`config.mk`:
```
export PLATFORM = sky130hd
export DESIGN_NAME = led_frame_scheduler
export DESIGN_NICKNAME = d
export VERILOG_FILES = /design/src/rtl/led_pkg.sv /design/src/rtl/led_gap_timer.sv /design/src/rtl/led_frame_scheduler.sv
export SDC_FILE = /design/constraint.sdc
export NUM_CORES = 1
export LEC_CHECK = 0
export ABC_AREA = 1
export CAP_MARGIN = 5
export CORE_AREA = 5 5 138 140
export CTS_CLUSTER_SIZE = 20
export DETAILED_ROUTE_END_ITERATION = 8
export DIE_AREA = 0 0 143 145
export PLACE_DENSITY = 0.65
export SLEW_MARGIN = 0
export SYNTH_ARGS = -nofsm -noshare
export SYNTH_HDL_FRONTEND = slang
export SYNTH_SLANG_ARGS = --single-unit
```
`constraint.sdc`:
```
create_clock -name clk -period 2.1 [get_ports clk]
set_input_delay 0.315 -clock clk [delete_from_list [all_inputs] [get_ports clk]]
set_output_delay 0.315 -clock clk [all_outputs]
set_load 0.01 [all_outputs]
```
`src/rtl/led_pkg.sv`:
```
// Shared constants and state encoding for the LED frame path (scheduler, driver, I2C glue).
package led_pkg;

  function automatic int latch_cycles(input int clk_hz, input int us);
    return clk_hz / 1_000_000 * us;
  endfunction

  function automatic int refresh_cycles(input int clk_hz, input int ms);
    return clk_hz / 1000 * ms;
  endfunction

  localparam int LED_CNT     = 3;
  localparam int CLK_SPEED   = 25_000_000;
  localparam int LATCH_US    = 60;
  localparam int REFRESH_MS  = 20;
  localparam int BYTE_CNT    = 3 * LED_CNT;
  localparam int FRAME_W     = 8 * BYTE_CNT;
  localparam int IDX_W       = $clog2(BYTE_CNT);
  localparam int LATCH_CYC   = latch_cycles(CLK_SPEED, LATCH_US);
  localparam int REFRESH_CYC = refresh_cycles(CLK_SPEED, REFRESH_MS);

  typedef enum logic [2:0] {
    IDLE  = 3'd0,
    LOAD  = 3'd1,
    START = 3'd2,
    SEND  = 3'd3,
    LATCH = 3'd4
  } led_state_e;

endpackage

```
`src/rtl/led_gap_timer.sv`:
```
// Loadable down-counter that saturates at zero; zero_o flags terminal count.
module led_gap_timer #(
  parameter int             W       = 8,
  parameter logic [W-1:0]   RST_VAL = '0
) (
  input  logic         clk,
  input  logic         reset,
  input  logic         load,
  input  logic [W-1:0] load_val,
  input  logic         en,
  output logic         zero_o
);

  logic [W-1:0] cnt_q, cnt_d;

  always_comb begin
    cnt_d = cnt_q;
    if (load) begin
      cnt_d = load_val;
    end else if (en && (cnt_q != '0)) begin
      cnt_d = cnt_q - 1'b1;
    end
  end

  always_ff @(posedge clk) begin
    if (reset) cnt_q <= RST_VAL;
    else       cnt_q <= cnt_d;
  end

  assign zero_o = (cnt_q == '0);

endmodule

```
`src/rtl/led_frame_scheduler.sv`:
```
// Double-buffers LED colour bytes and sequences the serial driver with latch gap and refresh.
// state | meaning
// IDLE  | waiting for commit/pending or refresh expiry
// LOAD  | copy shadow to active frame
// START | drv_start held until driver reports busy or timeout
// SEND  | driver shifting frame_o
// LATCH | enforced idle gap after a frame
module led_frame_scheduler #(
  parameter int  LED_CNT       = 3,
  parameter int  CLK_SPEED     = 25_000_000,
  parameter int  LATCH_US      = 60,
  parameter int  REFRESH_MS    = 20,
  parameter int  START_TIMEOUT = 255,
  localparam int BYTE_CNT      = 3 * LED_CNT,
  localparam int FRAME_W       = 8 * BYTE_CNT,
  localparam int IDX_W         = $clog2(BYTE_CNT)
) (
  input  logic               clk,
  input  logic               reset,
  input  logic               wr_valid,
  input  logic [IDX_W-1:0]   wr_index,
  input  logic [7:0]         wr_data,
  input  logic               commit,
  output logic [FRAME_W-1:0] frame_o,
  output logic               drv_start,
  input  logic               drv_busy,
  output logic               busy_o,
  output logic               err_o
);
  import led_pkg::*;

  localparam int GAP_CYC  = latch_cycles(CLK_SPEED, LATCH_US);
  localparam int RFSH_CYC = refresh_cycles(CLK_SPEED, REFRESH_MS);
  localparam int GAP_W    = $clog2(GAP_CYC) + 1;
  localparam int RFSH_W   = $clog2((RFSH_CYC > 1) ? RFSH_CYC : 2) + 1;
  localparam int TO_W     = $clog2(START_TIMEOUT) + 1;

  localparam logic [GAP_W-1:0]  GAP_LOAD  = GAP_W'(GAP_CYC - 1);
  localparam logic [RFSH_W-1:0] RFSH_LOAD = RFSH_W'((RFSH_CYC == 0) ? 0 : RFSH_CYC - 1);
  localparam logic [TO_W-1:0]   TO_LAST   = TO_W'(START_TIMEOUT - 1);

  led_state_e         state_q, state_d;
  logic [FRAME_W-1:0] shadow_q, shadow_d;
  logic [FRAME_W-1:0] frame_q, frame_d;
  logic               pending_q, pending_d;
  logic               err_q, err_d;
  logic [TO_W-1:0]    to_cnt_q, to_cnt_d;
  logic               gap_load, gap_zero, rfsh_zero, rfsh_fire;

  led_gap_timer #(.W(GAP_W), .RST_VAL('0)) u_gap_timer (
    .clk      (clk),
    .reset    (reset),
    .load     (gap_load),
    .load_val (GAP_LOAD),
    .en       (state_q == LATCH),
    .zero_o   (gap_zero)
  );

  // Held at full count outside IDLE, so the refresh interval restarts on every return.
  led_gap_timer #(.W(RFSH_W), .RST_VAL(RFSH_LOAD)) u_refresh_timer (
    .clk      (clk),
    .reset    (reset),
    .load     (state_q != IDLE),
    .load_val (RFSH_LOAD),
    .en       (state_q == IDLE),
    .zero_o   (rfsh_zero)
  );

  assign rfsh_fire = (RFSH_CYC != 0) && rfsh_zero;

  always_comb begin
    shadow_d = shadow_q;
    for (int k = 0; k < BYTE_CNT; k++) begin
      if (wr_valid && (int'(wr_index) == k)) begin
        for (int i = 0; i < 8; i++) shadow_d[8*k+i] = wr_data[7-i];
      end
    end
  end

  always_comb begin
    state_d   = state_q;
    frame_d   = frame_q;
    pending_d = pending_q | commit;
    err_d     = err_q;
    to_cnt_d  = '0;
    gap_load  = 1'b0;
    drv_start = 1'b0;
    case (state_q)
      IDLE: begin
        if (pending_q || commit) begin
          state_d   = LOAD;
          pending_d = 1'b0;
        end else if (rfsh_fire) begin
          state_d = START;
        end
      end
      LOAD: begin
        frame_d = shadow_q;
        state_d = START;
      end
      START: begin
        drv_start = 1'b1;
        to_cnt_d  = to_cnt_q + 1'b1;
        if (drv_busy) begin
          state_d = SEND;
        end else if (to_cnt_q == TO_LAST) begin
          err_d    = 1'b1;
          state_d  = LATCH;
          gap_load = 1'b1;
        end
      end
      SEND: begin
        if (!drv_busy) begin
          state_d  = LATCH;
          gap_load = 1'b1;
        end
      end
      LATCH: begin
        if (gap_zero) state_d = IDLE;
      end
      default: state_d = IDLE;
    endcase
  end

  always_ff @(posedge clk) begin
    if (reset) begin
      state_q   <= IDLE;
      shadow_q  <= '0;
      frame_q   <= '0;
      pending_q <= 1'b0;
      err_q     <= 1'b0;
      to_cnt_q  <= '0;
    end else begin
      state_q   <= state_d;
      shadow_q  <= shadow_d;
      frame_q   <= frame_d;
      pending_q <= pending_d;
      err_q     <= err_d;
      to_cnt_q  <= to_cnt_d;
    end
  end

  assign frame_o = frame_q;
  assign busy_o  = (state_q != IDLE);
  assign err_o   = err_q;

endmodule

```
==> results.md, run 1 <==
Cells and area:
- The fraction of the core area covered by cells at the end of the flow is a little over half.
- The number of antenna repair diodes is 0.
- The area growth from synthesis to layout is 22.0%.
- The final non-filler cell area is 9430 µm².
- The share of post-route cells with drive strength above 1 is 7.40%.
- At the end of the flow, the number of nets in the layout was 1159.

Yosys:
- The proportion of synthesized chip area in sequential cells is 49.2%.
- Summing every instance area after synthesis gives 7720 µm².
- The most frequent cell after synthesis is nor2_1.
- The average cell area after synthesis is 7.29 µm².
- In the synthesized netlist, the cells that appear most often are nor2_1 (316), dfxtp_1 (190), o21ai_0 (156).
- The netlist uses 35 different library cells.
- The Yosys step of the flow raised 0 warnings.
- The synthesized design contains 190 register bits.
- The dominant register cell in the synthesized netlist is dfxtp_1.
- Counting every net in the synthesized netlist gives between 1000 and 1500.
- After technology mapping, the gate count stands at 1060.
- The fraction of synthesis flops using an asynchronous set or reset pin is 0%.
- The number of flops mapped to enable cells by yosys is 0.
- After synthesis, the cell types taking the most area are dfxtp_1 (49%), nor2_1 (15%), o21ai_0 (10%).
- dfxtp_1 takes more of the synthesized area than any other cell.
- The fraction of synthesized cell area taken by the top area cell type is between 40% and 50%.

Drt:
- For this block, the via count after detailed routing is 6665.
- After detailed routing, the number of vias per cell comes to 4.84.
- For this run, design rule violations remaining after detail routing come to 0.
- The aggregate routed wire length is 18.6 mm.
- In this run the remaining antenna-violating nets after routing total 0.
- The number of design-rule violations left by the first detailed-router iteration is between 400 and 500.
- The number of detailed-route iterations in the first pass is 5.
- After detailed routing, the average wire length per cell comes to 13.5 µm.

Die:
- Measured along the y axis, the die boundary spans 145 µm.
- The initial utilization of the core area, before any placement, comes to 43.6%.
- The floorplan has 49 rows.
- The die covers 20700 µm².
- In this run the horizontal extent of the chip is 143 µm.
- The number of placed I/O pins is 92.
- After floorplanning, the core was sized to cover 17700 µm².

Job:
- The number of max-capacitance violations reported is 0.

Power and ir drop:
- The switching part of the total is 30.9%.
- The power density normalized to cell area is 1010 nW/µm².
- The total internal power is 6.59 mW.
- In this run the power spent charging and discharging nets is just under 3 mW.
- Of the total power, the clock network draws 33.8%.
- The maximum VDD drop is 684 µV.
- Registers are responsible for between 40 and 50% of the overall power.
- The leakage power total is 4.04 nW.
- The combinational share of power is 21.9%.

STA:
- Clock skew on the completed layout was measured at 0.0108 ns.
- The number of max-slew violations in the final report is 0.
- Of the available clock period, the critical path in the final layout requires 94.2%.
- Setup repair after global routing left no endpoint under its margin.
- The total negative setup slack is 0 ns.
- The pin slew with the least headroom to its limit is 0.975 ns.
- The final-report setup violation count is 0.
- Derived from the worst setup path, the maximum achievable clock frequency is a little over 500 MHz.
- The final critical delay including setup and external delays is between 1.5 and 2 ns.
- The number of endpoints with negative hold slack in the final report was 0.
- The final hold slack is roughly 0.45 ns.
- In this run the tightest slew margin relative to its limit is 34.9%.

Min path:
- The type of the worst min-delay path is flop to flop.

Global route:
- The global-route wire length before repair is 30.8 mm.
- The number of antenna violations at the first check in global routing is 0.
- Global routing finished with a remaining overflow of 0.
- The number of global-route vias before repair is 6175.
- In the global route stage, overall resource usage came out at roughly 18%.
- The pin count of the biggest net entering global routing is 150.

Clock tree:
- The CTS H-tree depth is 4.
- The number of clock sinks is 190.
- In this run the clock root is driven by a clkbuf_16.
- After clock tree synthesis, the flow added hold-fix buffers numbering 0.
- Counting along the longest clock path gives a buffer depth of 2.
- The TritonCTS clock tree is yes.
- The clock-pin slew on the worst setup and hold paths is approximately 0.070 ns.
- The later pin in the worst-skew pair is clocked with a latency of 0.43 ns.
- TritonCTS created 17 clock buffers.

Placed design:
- The count of port buffers added during placement is 91.
- After detailed placement, the total cell area comes to between 8000 and 9000 µm².
- The wire-length estimate of the detail-placed layout is 12.0 mm.
- Routability-driven placement finished with a final weighted congestion of 0.849.

Worst setup path:
- Of all nets on the critical path, the largest fanout is 5.
- At the worst endpoint, the required time is 1.78 ns.
- STA classifies the critical path endpoint as a primary output.
- Data arrives at the worst endpoint at 1.66 ns.
- The setup path with the least slack is of type flop to primary output.
- The worst setup path is launched from a flop.

Run status:
- The run finished with clean final reports.
==> worst max-delay path: stages (launching register included) <==
cell	delay (ns)
dfxtp_1	0.33
inv_1	0.14
nand3_2	0.15
inv_1	0.08
clkdlybuf4s50_1	0.53
==> kinds of logic after synthesis <==
logic type	synth area share, %
adder cells (fa/ha/maj)	0.810
XOR/XNOR	1.25
buffers and inverters	7.47
AO/OA/AOI/OAI	16.0
flip-flops	49.2
AND/OR/NAND/NOR	25.3
==> state kept, by name (all words and copies together), names as in the netlist <==
signal                 count
pending_q                  1
to_cnt_q                   9
shadow_q                  72
frame_o                   72
u_refresh_timer.cnt_q     20
state_q                    3
u_gap_timer.cnt_q         12
err_o                      1
==> cells in the final DEF (no fill, tap or decap), types with 2 or more instances in the layout <==
cell	instances
o21ai_0	156
inv_6	4
nand4_1	6
a21oi_1	56
nand3_1	25
clkbuf_16	17
buf_4	13
o21bai_1	2
inv_1	86
clkinvlp_4	2
o211ai_1	2
dfxtp_1	188
buf_12	2
xnor2_1	3
nor2_1	316
nand2_4	2
nor2_2	5
inv_8	3
inv_2	4
xor2_1	8
nand2_2	7
a21oi_2	3
clkinv_4	2
o21ai_2	4
ha_1	5
clkdlybuf4s50_1	91
nand3_2	2
nor3_1	11
nand2_1	105
o211ai_2	5
dfxtp_2	2
==> metrics by stage <==
stage          setup WS (ns)  total power, mW  cells
3_3_place_gp           0.292             6.38   1347
6_report               0.122             9.53   1378
4_1_cts               0.0291             9.63   1378
3_5_place_dp           0.260             6.39   1347
5_1_grt               0.0330             10.0   1378
2_1_floorplan          0.657             5.49   1060
==> metal layers <==
metal  up-vias  track usage (%)  wire [µm]
li1       3540                -          -
met1      2989             25.7       9230
met2       120             27.7       8380
met3        16             4.57        849
met4         0             4.61        161
met5         -                0          0
==> repair_timing <==
| item | CTS | global route |
|---|---|---|
| hold endpoints to repair | 0 | 0 |
| setup buffers | 0 | 0 |
| setup endpoints to repair | 0 | 2 |
| resized for setup | 0 | 3 |
==> area by class of cell <==
class | count | area, µm²
Clock buffer | 18 | 439
Clock inverter | 13 | 148
Fill cell | 1720 | 8290
Inverter | 92 | 349
Multi-Input combinational cell | 730 | 3350
Sequential cell | 190 | 3810
Tap cell | 229 | 287
Timing Repair Buffer | 106 | 1050
==> final timing paths <==
kind	from	endpoint	slack, ns	cells after the start
max	state_q[0]	drv_start	0.12	4
min reg2reg	shadow_q[29]	frame_o[29]	0.45	2
min	shadow_q[29]	frame_o[29]	0.45	2
max reg2reg	u_refresh_timer.cnt_q[0]	u_refresh_timer.cnt_q[16]	0.35	8
==> power by group through the flow <==
stage	clock [mW]	combinational, mW	sequential, mW
2_1_floorplan	0	1.12	4.37
6_report	3.23	2.09	4.22
5_1_grt	3.44	2.32	4.26
4_1_cts	3.30	2.12	4.21
3_3_place_gp	0	2.08	4.30
3_5_place_dp	0	2.10	4.29
(Power assumes the default switching activity.)
==> run 2: changes to the inputs <==
--- a/config.mk
+++ b/config.mk
@@ -7,11 +7,13 @@
 export LEC_CHECK = 0
 export ABC_AREA = 1
 export CAP_MARGIN = 5
-export CORE_AREA = 5 5 138 140
+export CELL_PAD_IN_SITES_DETAIL_PLACEMENT = 0
+export CELL_PAD_IN_SITES_GLOBAL_PLACEMENT = 1
+export CORE_AREA = 5 5 145 147
 export CTS_CLUSTER_SIZE = 20
 export DETAILED_ROUTE_END_ITERATION = 8
-export DIE_AREA = 0 0 143 145
-export PLACE_DENSITY = 0.65
+export DIE_AREA = 0 0 150 152
+export PLACE_DENSITY_LB_ADDON = 0.1
 export SLEW_MARGIN = 0
 export SYNTH_ARGS = -nofsm -noshare
 export SYNTH_HDL_FRONTEND = slang
==> results.md, run 2 (synthesis gave the netlist of run 1 again) <==
Global route:
- The total congestion overflow is 0 (unchanged).
- The pin count of the biggest net entering global routing was 90 (was 150).
- The number of global-route vias before repair is 6319 (was 6175).
- The total global-route track usage is 17.3% (was 18.1%).
- The number of antenna violations at the first check in global routing came to 0 (unchanged).
- The global-route wire length before repair was 32.2 mm (was 30.8 mm).

Clock tree:
- The number of clock sinks is 190 (unchanged).
- The number of buffers between clock root and the deepest sink came to 2 (unchanged).
- The CTS H-tree depth is 4 (unchanged).
- The clock root buffer master is clkbuf_16 (unchanged).
- The count of buffers added by post-CTS timing repair for setup is 0 (unchanged).
- The number of buffers inserted by hold repair at cts is 0 (unchanged).
- The TritonCTS clock tree is yes (unchanged).
- The total clock buffers created by CTS was 17 (unchanged).
- The clock insertion delay at the later pin of the skew report is 0.43 ns (about the same).
- The clock-pin slew on the worst setup and hold paths is 0.07 ns (about the same).

STA:
- The fraction of the cycle the final worst path needs is 92.6% (was 94.2%).
- The number of endpoints with negative hold slack in the final report is 0 (unchanged).
- The achievable frequency is 514 MHz (was 506 MHz).
- The final-report setup violation count came to 0 (unchanged).
- The worst slew margin relative to its limit came to 31.6% (was 34.9%).
- The total negative setup slack is 0 ns (unchanged).
- The final critical delay including setup and external delays is 1.95 ns (was 1.98 ns).
- The number of max-slew violations in the final report came to 0 (unchanged).
- The pin slew with the least headroom to its limit is 1.03 ns (was 0.975 ns).
- The largest clock skew in the final design is 0.0132 ns (was 0.0108 ns).
- RSZ-0062 raised after global routing: false (unchanged).

Die:
- The die footprint is 22800 µm² (was 20700 µm²).
- The vertical extent of the die is 152 µm (was 145 µm).
- The core area came to 19800 µm² (was 17700 µm²).
- The effective utilization at floorplan came to 39.0% (was 43.6%).
- The die width is 150 µm (was 143 µm).
- The number of placed I/O pins is 92 (unchanged).
- The standard-cell row count is 52 (was 49).

Worst setup path:
- The arrival time of the worst setup path is 1.63 ns (was 1.66 ns).
- The terminus of the critical flop-to-flop path is u_refresh_timer.cnt_q[16] (unchanged).
- The critical path class is flop to primary output (unchanged).
- The type of origin of the critical path was a flop (unchanged).
- The nature of the critical path endpoint is a primary output (unchanged).
- The maximum fanout encountered on the critical timing path is 5 (unchanged).
- The register-to-register setup slack was 0.36 ns (was 0.35 ns).
- The reg-to-reg critical path startpoint is u_refresh_timer.cnt_q[0] (unchanged).
- The required time reported for the critical path endpoint came to 1.78 ns (about the same).
- The number of cell instances on the worst register-to-register path is 8 (unchanged).

Cells and area:
- Commonest cells after routing, fill and taps aside: nor2_1 (316), dfxtp_1 (188), o21ai_0 (156) (unchanged).
- The final instance count without filler cells is 1425 (was 1378).
- The share of post-route cells with drive strength above 1 is 7.88% (was 7.40%).
- The area growth from synthesis to layout was 23.3% (was 22.0%).
- The most common library cell in the layout ignoring fill and taps was nor2_1 (unchanged).
- The number of antenna repair diodes is 0 (unchanged).
- The number of nets at the end of the flow was 1165 (was 1159).

Job:
- The number of max-capacitance violations reported is 0 (unchanged).

Drt:
- The number of DRC violations after detailed routing was 0 (unchanged).
- The aggregate routed wire length is 19.4 mm (was 18.6 mm).
- The detailed-route wire length per cell came to 13.6 µm (was 13.5 µm).
- The via count is 6594 (was 6665).
- The per-cell via count in the routed design is 4.63 (was 4.84).
- The number of detailed-route iterations in the first pass is 4 (was 5).
- The number of design-rule violations left by the first detailed-router iteration is 300 (was 487).
- The number of routed nets with antenna violations is 0 (unchanged).

Placed design:
- The count of port buffers added during placement is 91 (unchanged).
- The cell count after placement is 1394 (was 1347).
- The final weighted congestion in routability-driven placement is 0.793 (was 0.849).
- The total half-perimeter wirelength after legalization and detailed placement is 12.9 mm (was 12.0 mm).

Min path:
- The startpoint of the tightest hold check path was to_cnt_q[0] (was shadow_q[29]).
- The hold-critical path endpoint is to_cnt_q[0] (was frame_o[29]).
- The number of instances on the worst hold path is 1 (was 2).
- The type of the worst min-delay path is flop to flop (unchanged).

Power and ir drop:
- The total chip power came to 9.45 mW (was 9.53 mW).
- The leakage power total is 4.07 nW (was 4.04 nW).
- The power density normalized to cell area is 992 nW/µm² (was 1010 nW/µm²).
- The maximum VDD drop is 554 µV (was 684 µV).

Run status:
- Status: complete, no violations (unchanged).
==> run 2: worst max-delay path by stage <==
| stage | startpoint | cells after the start | end | slack [ns] |
|---|---|---|---|---|
| 2_1_floorplan | u_refresh_timer.cnt_q[0] | 8 | u_refresh_timer.cnt_q[16] | 0.66 |
| 3_3_place_gp | wr_valid | 7 | shadow_q[69] | 0.27 |
| 3_5_place_dp | wr_valid | 7 | shadow_q[64] | 0.22 |
| 4_1_cts | state_q[1] | 3 | drv_start | 0.04 |
| 5_1_grt | state_q[0] | 4 | drv_start | 0.02 |
| 6_report | state_q[0] | 4 | drv_start | 0.15 |
==> run 2: area by class of cell <==
| cell class | count | area [µm²] |
|---|---|---|
| clock buffer | 17 | 425 |
| clock inverter | 14 | 149 |
| fill | 2039 | 10300 |
| inverter | 92 | 349 |
| multi-input combinational | 730 | 3350 |
| sequential | 190 | 3810 |
| tap | 270 | 338 |
| timing repair buffer | 112 | 1110 |
==> run 2: worst max-delay path, cell delays in order (launching register included) <==
cell and delay, ns:
dfxtp_1 0.33, inv_1 0.14, nand3_2 0.14, inv_1 0.07, clkdlybuf4s50_1 0.53
==> run 2: timing repair <==
item,CTS,global route
hold endpoints to repair,0,0
gates resized for setup,0,3
setup endpoints to repair,0,2
==> run 2: layer usage <==
metal | global-route usage (%) | vias to the layer above | share of wire, %
met5 | 0 | - | 0
met4 | 3.53 | 0 | 0.70
li1 | - | 3543 | -
met3 | 3.75 | 9 | 3.6
met2 | 28.3 | 91 | 47
met1 | 23.5 | 2951 | 49
==> run 2: where the power goes <==
part           total, mW  switching [mW]  internal (mW)
Clock               3.13            1.54           1.58
Combinational       2.10            1.19          0.912
Sequential          4.22           0.240           3.98
Total               9.45            2.97           6.48
==> run 2: through the flow <==
step	worst slack [ns]	hold WS (ns)	util, %	area (µm²)
after floorplan	0.657	0.417	-	7720
after global placement	0.274	0.432	45.2	8940
after detailed placement	0.221	0.444	45.2	8940
after CTS	0.0401	0.455	48.1	9510
after global routing	0.0188	0.467	48.1	9520
final	0.155	0.452	48.1	9520
